==> config.mk <==
export PLATFORM = sky130hd
export DESIGN_NAME = axi4_ram_slaver_flat
export DESIGN_NICKNAME = d
export VERILOG_FILES = /design/src/rtl/axi4_ram_slaver_pkg.sv /design/src/rtl/axi_inf.sv /design/src/rtl/simple_dpram.sv /design/src/rtl/axi4_ram_slaver.sv /design/src/flat_wrapper.sv
export SDC_FILE = /design/constraint.sdc
export NUM_CORES = 2
export LEC_CHECK = 0
export CAP_MARGIN = 10
export CORE_MARGIN = 5
export CORE_UTILIZATION = 45
export CTS_CLUSTER_DIAMETER = 60
export DETAILED_ROUTE_END_ITERATION = 10
export HOLD_SLACK_MARGIN = 0.05
export PLACE_DENSITY_LB_ADDON = 0.3
export SLEW_MARGIN = 20
export SYNTH_ARGS = -nofsm -noshare
export SYNTH_HDL_FRONTEND = slang
export SYNTH_SLANG_ARGS = --single-unit
==> constraint.sdc <==
create_clock -name s00_axi_aclk -period 4.98 [get_ports s00_axi_aclk]
set_clock_uncertainty 0.1 [all_clocks]
set_input_delay 0.498 -clock s00_axi_aclk [delete_from_list [all_inputs] [get_ports s00_axi_aclk]]
set_output_delay 0.498 -clock s00_axi_aclk [all_outputs]
set_load 0.02 [all_outputs]
==> src/rtl/axi4_ram_slaver_pkg.sv <==
// Shared types for the AXI4 RAM slave: write/read FSM encodings and response codes.
// Latency: n/a (declarations only).
// Backpressure: n/a.
package axi4_ram_slaver_pkg;

  typedef enum logic [1:0] {
    W_IDLE = 2'd0,
    W_DATA = 2'd1,
    W_RESP = 2'd2
  } w_state_e;

  typedef enum logic {
    R_IDLE = 1'b0,
    R_DATA = 1'b1
  } r_state_e;

  localparam logic [1:0] RESP_OKAY   = 2'b00;
  localparam logic [1:0] RESP_SLVERR = 2'b10;

endpackage

==> src/rtl/axi_inf.sv <==
// AXI4 bundle carrying clock, async active-low reset and all five channels.
// Latency: n/a (wiring only).
// Backpressure: standard AXI valid/ready on every channel.
// Modport slaver: clock/reset and master-driven fields in, slave responses out.
interface axi_inf #(
  parameter int IDSIZE = 1,
  parameter int ASIZE  = 8,
  parameter int LSIZE  = 8,
  parameter int DSIZE  = 8
) ();
  localparam int SSIZE = (DSIZE + 7) / 8;

  logic              axi_aclk;
  logic              axi_aresetn;

  logic [IDSIZE-1:0] awid;
  logic [ASIZE-1:0]  awaddr;
  logic [LSIZE-1:0]  awlen;
  logic [2:0]        awsize;
  logic [1:0]        awburst;
  logic              awvalid;
  logic              awready;

  logic [DSIZE-1:0]  wdata;
  logic [SSIZE-1:0]  wstrb;
  logic              wlast;
  logic              wvalid;
  logic              wready;

  logic [IDSIZE-1:0] bid;
  logic [1:0]        bresp;
  logic              bvalid;
  logic              bready;

  logic [IDSIZE-1:0] arid;
  logic [ASIZE-1:0]  araddr;
  logic [LSIZE-1:0]  arlen;
  logic [2:0]        arsize;
  logic [1:0]        arburst;
  logic              arvalid;
  logic              arready;

  logic [IDSIZE-1:0] rid;
  logic [DSIZE-1:0]  rdata;
  logic [1:0]        rresp;
  logic              rlast;
  logic              rvalid;
  logic              rready;

  modport slaver (
    input  axi_aclk, axi_aresetn,
    input  awid, awaddr, awlen, awsize, awburst, awvalid,
    output awready,
    input  wdata, wstrb, wlast, wvalid,
    output wready,
    output bid, bresp, bvalid,
    input  bready,
    input  arid, araddr, arlen, arsize, arburst, arvalid,
    output arready,
    output rid, rdata, rresp, rlast, rvalid,
    input  rready
  );
endinterface

==> src/rtl/simple_dpram.sv <==
// Simple dual-port RAM: one write port, one registered read port (read-first).
// Latency: read data valid 1 cycle after rd_en; rd_dat holds while rd_en is low.
// Backpressure: none; caller stalls by holding rd_en low.
// Ports: clk/rst_n, wr_en/wr_addr/wr_dat, rd_en/rd_addr, rd_dat.
module simple_dpram #(
  parameter int ASIZE = 8,
  parameter int DSIZE = 8
) (
  input  logic             clk,
  input  logic             rst_n,
  input  logic             wr_en,
  input  logic [ASIZE-1:0] wr_addr,
  input  logic [DSIZE-1:0] wr_dat,
  input  logic             rd_en,
  input  logic [ASIZE-1:0] rd_addr,
  output logic [DSIZE-1:0] rd_dat
);

  logic [DSIZE-1:0] mem [2**ASIZE];
  logic [DSIZE-1:0] rd_dat_q;

  // Array has no reset so contents survive a bus reset.
  always_ff @(posedge clk) begin
    if (wr_en) begin
      mem[wr_addr] <= wr_dat;
    end
  end

  // Non-blocking read of the array gives old data on a same-address collision.
  always_ff @(posedge clk or negedge rst_n) begin
    if (!rst_n) begin
      rd_dat_q <= '0;
    end else if (rd_en) begin
      rd_dat_q <= mem[rd_addr];
    end
  end

  assign rd_dat = rd_dat_q;

endmodule

==> src/rtl/axi4_ram_slaver.sv <==
// AXI4 slave in front of a word-addressed RAM; independent write and read burst engines.
// Latency: first R beat 2 cycles after AR handshake, then 1 beat/cycle; B 1 cycle after last W.
// Backpressure: R held stable while rready low (RAM read stalls); B held until bready.
// Ports: s00 (axi_inf.slaver) carries axi_aclk, axi_aresetn and the AW/W/B/AR/R channels.
module axi4_ram_slaver
  import axi4_ram_slaver_pkg::*;
#(
  parameter int IDSIZE = 1,
  parameter int ASIZE  = 8,
  parameter int LSIZE  = 8,
  parameter int DSIZE  = 8
) (
  axi_inf.slaver s00
);

  logic clk;
  logic rst_n;
  assign clk   = s00.axi_aclk;
  assign rst_n = s00.axi_aresetn;

  // Burst type, size and strobes do not affect behaviour.
  logic unused_fields;
  assign unused_fields = ^{s00.awsize, s00.awburst, s00.wstrb, s00.arsize, s00.arburst};

  // ---------------------------------------------------------------- write path
  w_state_e          w_state_q, w_state_d;
  logic [IDSIZE-1:0] wid_q, wid_d;
  logic [ASIZE-1:0]  waddr_q, waddr_d;
  logic [LSIZE-1:0]  wlen_q, wlen_d;
  logic [LSIZE-1:0]  wcnt_q, wcnt_d;
  logic              werr_q, werr_d;
  logic              awready_q, awready_d;
  logic              wready_q, wready_d;
  logic              bvalid_q, bvalid_d;
  logic [1:0]        bresp_q, bresp_d;
  logic              mem_we;
  logic              w_final;

  always_comb begin
    w_state_d = w_state_q;
    wid_d     = wid_q;
    waddr_d   = waddr_q;
    wlen_d    = wlen_q;
    wcnt_d    = wcnt_q;
    werr_d    = werr_q;
    mem_we    = 1'b0;
    w_final   = (wcnt_q == wlen_q);

    unique case (w_state_q)
      W_IDLE: begin
        if (s00.awvalid && awready_q) begin
          wid_d     = s00.awid;
          waddr_d   = s00.awaddr;
          wlen_d    = s00.awlen;
          wcnt_d    = '0;
          werr_d    = 1'b0;
          w_state_d = W_DATA;
        end
      end
      W_DATA: begin
        if (s00.wvalid && wready_q) begin
          mem_we  = 1'b1;
          waddr_d = waddr_q + ASIZE'(1);
          wcnt_d  = wcnt_q + LSIZE'(1);
          // The beat count ends the burst; wlast only has to agree with it.
          if (s00.wlast != w_final) begin
            werr_d = 1'b1;
          end
          if (w_final) begin
            w_state_d = W_RESP;
          end
        end
      end
      W_RESP: begin
        if (s00.bready && bvalid_q) begin
          w_state_d = W_IDLE;
        end
      end
      default: w_state_d = W_IDLE;
    endcase

    // Handshake outputs are registered from the next state so reset forces them low.
    awready_d = (w_state_d == W_IDLE);
    wready_d  = (w_state_d == W_DATA);
    bvalid_d  = (w_state_d == W_RESP);
    bresp_d   = ((w_state_d == W_RESP) && werr_d) ? RESP_SLVERR : RESP_OKAY;
  end

  always_ff @(posedge clk or negedge rst_n) begin
    if (!rst_n) begin
      w_state_q <= W_IDLE;
      wid_q     <= '0;
      waddr_q   <= '0;
      wlen_q    <= '0;
      wcnt_q    <= '0;
      werr_q    <= 1'b0;
      awready_q <= 1'b0;
      wready_q  <= 1'b0;
      bvalid_q  <= 1'b0;
      bresp_q   <= RESP_OKAY;
    end else begin
      w_state_q <= w_state_d;
      wid_q     <= wid_d;
      waddr_q   <= waddr_d;
      wlen_q    <= wlen_d;
      wcnt_q    <= wcnt_d;
      werr_q    <= werr_d;
      awready_q <= awready_d;
      wready_q  <= wready_d;
      bvalid_q  <= bvalid_d;
      bresp_q   <= bresp_d;
    end
  end

  // ----------------------------------------------------------------- read path
  r_state_e          r_state_q, r_state_d;
  logic [IDSIZE-1:0] rid_q, rid_d;
  logic [ASIZE-1:0]  raddr_q, raddr_d;
  logic [LSIZE-1:0]  rlen_q, rlen_d;
  logic [LSIZE-1:0]  rcnt_q, rcnt_d;
  logic              rdone_q, rdone_d;
  logic              arready_q, arready_d;
  logic              rvalid_q, rvalid_d;
  logic              rlast_q, rlast_d;
  logic              mem_re;
  logic [DSIZE-1:0]  ram_rd_dat;

  always_comb begin
    r_state_d = r_state_q;
    rid_d     = rid_q;
    raddr_d   = raddr_q;
    rlen_d    = rlen_q;
    rcnt_d    = rcnt_q;
    rdone_d   = rdone_q;
    rvalid_d  = rvalid_q;
    rlast_d   = rlast_q;
    mem_re    = 1'b0;

    unique case (r_state_q)
      R_IDLE: begin
        if (s00.arvalid && arready_q) begin
          rid_d     = s00.arid;
          raddr_d   = s00.araddr;
          rlen_d    = s00.arlen;
          rcnt_d    = '0;
          rdone_d   = 1'b0;
          r_state_d = R_DATA;
        end
      end
      R_DATA: begin
        // The RAM output register doubles as the R data register: fetch the
        // next word only when the current one is absent or leaving this cycle.
        mem_re = !rdone_q && (!rvalid_q || s00.rready);
        if (mem_re) begin
          raddr_d = raddr_q + ASIZE'(1);
          rcnt_d  = rcnt_q + LSIZE'(1);
          if (rcnt_q == rlen_q) begin
            rdone_d = 1'b1;
          end
        end
        if (rvalid_q && s00.rready && rlast_q) begin
          r_state_d = R_IDLE;
        end
      end
      default: r_state_d = R_IDLE;
    endcase

    if (mem_re) begin
      rvalid_d = 1'b1;
      rlast_d  = (rcnt_q == rlen_q);
    end else if (rvalid_q && s00.rready) begin
      rvalid_d = 1'b0;
      rlast_d  = 1'b0;
    end

    arready_d = (r_state_d == R_IDLE);
  end

  always_ff @(posedge clk or negedge rst_n) begin
    if (!rst_n) begin
      r_state_q <= R_IDLE;
      rid_q     <= '0;
      raddr_q   <= '0;
      rlen_q    <= '0;
      rcnt_q    <= '0;
      rdone_q   <= 1'b0;
      arready_q <= 1'b0;
      rvalid_q  <= 1'b0;
      rlast_q   <= 1'b0;
    end else begin
      r_state_q <= r_state_d;
      rid_q     <= rid_d;
      raddr_q   <= raddr_d;
      rlen_q    <= rlen_d;
      rcnt_q    <= rcnt_d;
      rdone_q   <= rdone_d;
      arready_q <= arready_d;
      rvalid_q  <= rvalid_d;
      rlast_q   <= rlast_d;
    end
  end

  // ----------------------------------------------------------------------- RAM
  simple_dpram #(
    .ASIZE (ASIZE),
    .DSIZE (DSIZE)
  ) u_ram (
    .clk     (clk),
    .rst_n   (rst_n),
    .wr_en   (mem_we),
    .wr_addr (waddr_q),
    .wr_dat  (s00.wdata),
    .rd_en   (mem_re),
    .rd_addr (raddr_q),
    .rd_dat  (ram_rd_dat)
  );

  // ------------------------------------------------------------------- outputs
  assign s00.awready = awready_q;
  assign s00.wready  = wready_q;
  assign s00.bvalid  = bvalid_q;
  assign s00.bid     = wid_q;
  assign s00.bresp   = bresp_q;
  assign s00.arready = arready_q;
  assign s00.rvalid  = rvalid_q;
  assign s00.rlast   = rlast_q;
  assign s00.rid     = rid_q;
  assign s00.rdata   = ram_rd_dat;
  assign s00.rresp   = RESP_OKAY;

endmodule

==> src/flat_wrapper.sv <==
// flat-port wrapper written by rule: the top's interface ports become plain ports
module axi4_ram_slaver_flat import axi4_ram_slaver_pkg::*;
#(
  parameter int IDSIZE = 1,
  parameter int ASIZE  = 8,
  parameter int LSIZE  = 8,
  parameter int DSIZE  = 8
)
  (s00_axi_aclk, s00_axi_aresetn, s00_awid, s00_awaddr, s00_awlen, s00_awsize, s00_awburst, s00_awvalid, s00_awready, s00_wdata, s00_wstrb, s00_wlast, s00_wvalid, s00_wready, s00_bid, s00_bresp, s00_bvalid, s00_bready, s00_arid, s00_araddr, s00_arlen, s00_arsize, s00_arburst, s00_arvalid, s00_arready, s00_rid, s00_rdata, s00_rresp, s00_rlast, s00_rvalid, s00_rready);
  axi_inf #(.IDSIZE(IDSIZE), .ASIZE(ASIZE), .LSIZE(LSIZE), .DSIZE(DSIZE)) s00_i ();
  input wire logic [$bits(s00_i.axi_aclk)-1:0] s00_axi_aclk;
  input wire logic [$bits(s00_i.axi_aresetn)-1:0] s00_axi_aresetn;
  input wire logic [$bits(s00_i.awid)-1:0] s00_awid;
  input wire logic [$bits(s00_i.awaddr)-1:0] s00_awaddr;
  input wire logic [$bits(s00_i.awlen)-1:0] s00_awlen;
  input wire logic [$bits(s00_i.awsize)-1:0] s00_awsize;
  input wire logic [$bits(s00_i.awburst)-1:0] s00_awburst;
  input wire logic [$bits(s00_i.awvalid)-1:0] s00_awvalid;
  output wire logic [$bits(s00_i.awready)-1:0] s00_awready;
  input wire logic [$bits(s00_i.wdata)-1:0] s00_wdata;
  input wire logic [$bits(s00_i.wstrb)-1:0] s00_wstrb;
  input wire logic [$bits(s00_i.wlast)-1:0] s00_wlast;
  input wire logic [$bits(s00_i.wvalid)-1:0] s00_wvalid;
  output wire logic [$bits(s00_i.wready)-1:0] s00_wready;
  output wire logic [$bits(s00_i.bid)-1:0] s00_bid;
  output wire logic [$bits(s00_i.bresp)-1:0] s00_bresp;
  output wire logic [$bits(s00_i.bvalid)-1:0] s00_bvalid;
  input wire logic [$bits(s00_i.bready)-1:0] s00_bready;
  input wire logic [$bits(s00_i.arid)-1:0] s00_arid;
  input wire logic [$bits(s00_i.araddr)-1:0] s00_araddr;
  input wire logic [$bits(s00_i.arlen)-1:0] s00_arlen;
  input wire logic [$bits(s00_i.arsize)-1:0] s00_arsize;
  input wire logic [$bits(s00_i.arburst)-1:0] s00_arburst;
  input wire logic [$bits(s00_i.arvalid)-1:0] s00_arvalid;
  output wire logic [$bits(s00_i.arready)-1:0] s00_arready;
  output wire logic [$bits(s00_i.rid)-1:0] s00_rid;
  output wire logic [$bits(s00_i.rdata)-1:0] s00_rdata;
  output wire logic [$bits(s00_i.rresp)-1:0] s00_rresp;
  output wire logic [$bits(s00_i.rlast)-1:0] s00_rlast;
  output wire logic [$bits(s00_i.rvalid)-1:0] s00_rvalid;
  input wire logic [$bits(s00_i.rready)-1:0] s00_rready;
  assign s00_i.axi_aclk = s00_axi_aclk;
  assign s00_i.axi_aresetn = s00_axi_aresetn;
  assign s00_i.awid = s00_awid;
  assign s00_i.awaddr = s00_awaddr;
  assign s00_i.awlen = s00_awlen;
  assign s00_i.awsize = s00_awsize;
  assign s00_i.awburst = s00_awburst;
  assign s00_i.awvalid = s00_awvalid;
  assign s00_awready = s00_i.awready;
  assign s00_i.wdata = s00_wdata;
  assign s00_i.wstrb = s00_wstrb;
  assign s00_i.wlast = s00_wlast;
  assign s00_i.wvalid = s00_wvalid;
  assign s00_wready = s00_i.wready;
  assign s00_bid = s00_i.bid;
  assign s00_bresp = s00_i.bresp;
  assign s00_bvalid = s00_i.bvalid;
  assign s00_i.bready = s00_bready;
  assign s00_i.arid = s00_arid;
  assign s00_i.araddr = s00_araddr;
  assign s00_i.arlen = s00_arlen;
  assign s00_i.arsize = s00_arsize;
  assign s00_i.arburst = s00_arburst;
  assign s00_i.arvalid = s00_arvalid;
  assign s00_arready = s00_i.arready;
  assign s00_rid = s00_i.rid;
  assign s00_rdata = s00_i.rdata;
  assign s00_rresp = s00_i.rresp;
  assign s00_rlast = s00_i.rlast;
  assign s00_rvalid = s00_i.rvalid;
  assign s00_i.rready = s00_rready;
  axi4_ram_slaver #(.IDSIZE(IDSIZE), .ASIZE(ASIZE), .LSIZE(LSIZE), .DSIZE(DSIZE)) u_core (.s00(s00_i));
endmodule
==> flow_summary.rst <==
.. list-table::
   :header-rows: 1

   * - Metric
     - Value
   * - Gr ovfl total
     - 0
   * - Level count of the clock H-tree
     - 4
   * - Number of flip-flops and latches in the synthesized netlist
     - 2118
   * - Floorplan Core Area
     - 183100 sq um
   * - Vias in the first global route
     - 41148
   * - Clock transition at path regs
     - 0.06 ns
   * - Die outline area
     - 192600 sq um
   * - Combined area of all synthesized cells
     - 82780 sq um
   * - Worst setup SP type
     - flop
   * - Fraction of synthesized cell area taken by the top area cell type
     - 74.29%
   * - Outcome
     - completed
   * - Critical path's largest stage delay
     - 0.86 ns
   * - Fin Hold WS
     - 0.1172 ns
   * - Number of DRC markers after the initial detailed-route iteration
     - 5365
   * - Critical path fanouts, max
     - 32
   * - Element type at the critical path end
     - flop
   * - Clock tree from TritonCTS
     - done
   * - Average wire per standard cell
     - 30.64 um
   * - Total power
     - 0.05064 W
   * - Maximum number of pins on one net before global-route repair
     - 161
   * - Leading cell type in the layout, fill and taps excluded
     - edfxtp_1
   * - Sequential cell area fraction in the yosys report
     - 76.41%
   * - Number of resized instances in the post-cts repair step
     - 0
   * - Final count of pins violating max slew
     - 0
   * - Wire length of the first global-routing pass
     - 302300 um
   * - Critical path's top delay family
     - compound AO/OA/AOI/OAI gates
   * - Post-layout minimum cycle time
     - 4.078 ns
   * - Hold Violations, Final
     - 0
   * - Via count
     - 41572
   * - Worst path bufs/invs
     - 4
   * - Reg area
     - 63270 sq um
   * - Max-Cap Viols
     - 0
   * - Maximum clock rate
     - 245.2 MHz
   * - Maximum VDD drop
     - 379.1 uV
   * - Final Wtd Congestion
     - 0.8415
   * - CP max-delay cell
     - dfrtp_4
   * - Transition time at the pin with the least slew margin
     - 1.119 ns
   * - Crit share post-route
     - 81.88%
   * - Post-CTS setup-driven buffer insertion count
     - 0
   * - Synth Warn #
     - 0
   * - I/O Buffers
     - 66
   * - Instance count after placement with tap cells included
     - 6484
   * - Dpl hpwl
     - 128700 um
   * - Aggregate routed wire length
     - 210800 um
   * - Remaining antenna violation count
     - 0
   * - Dominant cells by area after synthesis
     - edfxtp_1 74%, mux4_2 14%, dfrtp_1 2.1%
   * - Crit path cell chain
     - buf_12, buf_12, buf_4, mux2i_1, nand2_1, nand4_1, nand4_1, a2111oi_0, buf_4, a2111oi_0, a211o_1
   * - Fraction of registers with async set/reset
     - 3.305%
   * - Accumulated negative setup slack
     - 0 ns
   * - Via-per-instance ratio
     - 6.044
   * - Initial standard-cell utilization of the core
     - 45.21%
   * - Fraction of layout instances using a drive strength above 1
     - 22.93%
   * - Area used by multi-input combinational logic
     - 18270 sq um
   * - Crit Path Category
     - flop to flop
   * - Clock net sink count
     - 2118
   * - Relative slew margins
     - 23.46%
   * - Number of different library cells in the post-synthesis netlist
     - 61
   * - Layout-stage area growth over the synthesis result
     - 13.16%
   * - Static Leakage
     - 29.62 nW
   * - Required arrival time at the worst endpoint
     - 5.60 ns
   * - Number of enable flip-flop cells after synthesis
     - 2048
   * - Source-to-sink clock delay at the later pin of the worst-skew pair
     - 0.83 ns
   * - Average instance area after synthesis
     - 20.56 sq um
   * - Final cell count without fillers
     - 6878
   * - Height of the die
     - 438.9 um
   * - Fill cells
     - 14531
   * - Worst EP arrival
     - 4.70 ns
   * - Root Buffer Master
     - clkbuf_16
   * - Final setup violating endpoints
     - 0
   * - Post-CTS Hold Buffers
     - 4
   * - Library cell occupying the most area in the post-synthesis netlist
     - edfxtp_1
   * - Leading cell types in the layout, fill and taps excluded
     - 2048 x edfxtp_1, 501 x mux4_2, 303 x nor2_1
   * - Horiz. Die Dim
     - 438.9 um
   * - Iteration count of the initial detailed-routing pass
     - 6
   * - Syn Inst Count
     - 4027
   * - # IOs
     - 81
   * - Number of buffers on the longest clock path
     - 3
   * - RSZ-0062 raised after global routing
     - false
   * - Top FF cell, synth
     - edfxtp_1
   * - Number of antenna violations at the first check in global routing
     - 7
   * - Count of unresolved DRC violations after routing
     - 0
   * - Number of CTS-inserted buffers
     - 208
   * - Type of the most critical hold path
     - input pin to flop
   * - Final net count
     - 4302
   * - Overall Global Routing Usage
     - 21.81%
   * - Power density normalized to cell area
     - 540.6 nW/um^2
   * - Row count
     - 157
==> metrics by stage <==
stage | cell area [sq um] | setup slack (ns) | utilization, %
final | 93670 | 0.9024 | 51.17
after global routing | 93670 | 0.7303 | 51.16
after CTS | 93660 | 0.8656 | 51.16
after detailed placement | 86920 | 0.8747 | 47.47
after global placement | 86920 | 0.8388 | 47.47
after floorplan | 82790 | 2.349 | -
==> report_power, final <==
part           internal (W)  switching [W]
registers            0.0199       0.000706
logic               0.00608        0.00857
clock network       0.00870        0.00673
total                0.0346         0.0160
==> metal layers <==
layer | track usage, % | part of all wire [%]
met5 | 0 | 0.0081
met2 | 33.79 | 47
met3 | 5.190 | 9.7
met1 | 31.48 | 41
met4 | 5.668 | 2.6
==> state kept, by name, indices dropped and copies added, names as in the netlist, 2 cells and up <==
| signal | flops |
|---|---|
| u_core.waddr_q | 8 |
| u_core.wcnt_q | 8 |
| u_core.rcnt_q | 8 |
| u_core.u_ram.mem | 2048 |
| u_core.u_ram.rd_dat | 8 |
| u_core.raddr_q | 8 |
| u_core.rlen_q | 8 |
| u_core.w_state_q | 2 |
| u_core.wlen_q | 8 |
==> kinds of logic (layout without fill, tap and decap cells) <==
group,count (synthesis),after routing,share of synthesized area (%)
AND/OR/NAND/NOR,629,629,3.294
adder cells (fa/ha/maj),7,7,0.1058
XOR/XNOR,27,27,0.2857
buffers and inverters,254,635,1.555
other,1,7,0.004530
multiplexers,681,681,15.83
flip-flops,2118,2118,76.41
AO/OA/AOI/OAI,310,310,2.518
==> cell type report <==
type                       instances  area share (%)
timing repair buffer             239           2.463
inverter                          10         0.04541
clock buffer                     262           5.884
clock inverter                   124           1.265
tap                             2464           3.291
antenna                            4         0.01069
sequential                      2118           67.54
multi-input combinational       1657           19.50
==> cells in the mapped netlist, types with 15 or more instances <==
library cell and n:
buf_2 79, dfrtp_1 70, o22ai_1 41, mux2i_1 167, nor2_1 304, o21ai_0 47
nand4_1 16, clkbuf_1 103, edfxtp_1 2048, nand3_1 72, nor2b_1 15, mux4_2 501
a221oi_1 22, xor2_1 17, buf_4 44, a22oi_1 50, nand2_1 142, a21oi_1 66
==> path summary, 6_finish.rpt <==
check,startpoint,endpoint,slack (ns),cells past startpoint
worst min-delay path,s00_arlen[4],u_core.rlen_q[4],0.12,3
worst max register to register,u_core.raddr_q[1],u_core.u_ram.rd_dat[2],0.90,11
worst max-delay path,u_core.raddr_q[1],u_core.u_ram.rd_dat[2],0.90,11
min in group asynchronous,s00_axi_aresetn,u_core.raddr_q[1],0.65,4
worst min register to register,u_core.rdone_q,u_core.rdone_q,0.36,2
max in group asynchronous,s00_axi_aresetn,u_core.wcnt_q[3],3.29,4
==> worst min-delay path: stages <==
cell and delay, ns:
clkdlybuf4s50_1 0.40, nand2_1 0.06, nand2_1 0.04
(Power assumes the default switching activity.)
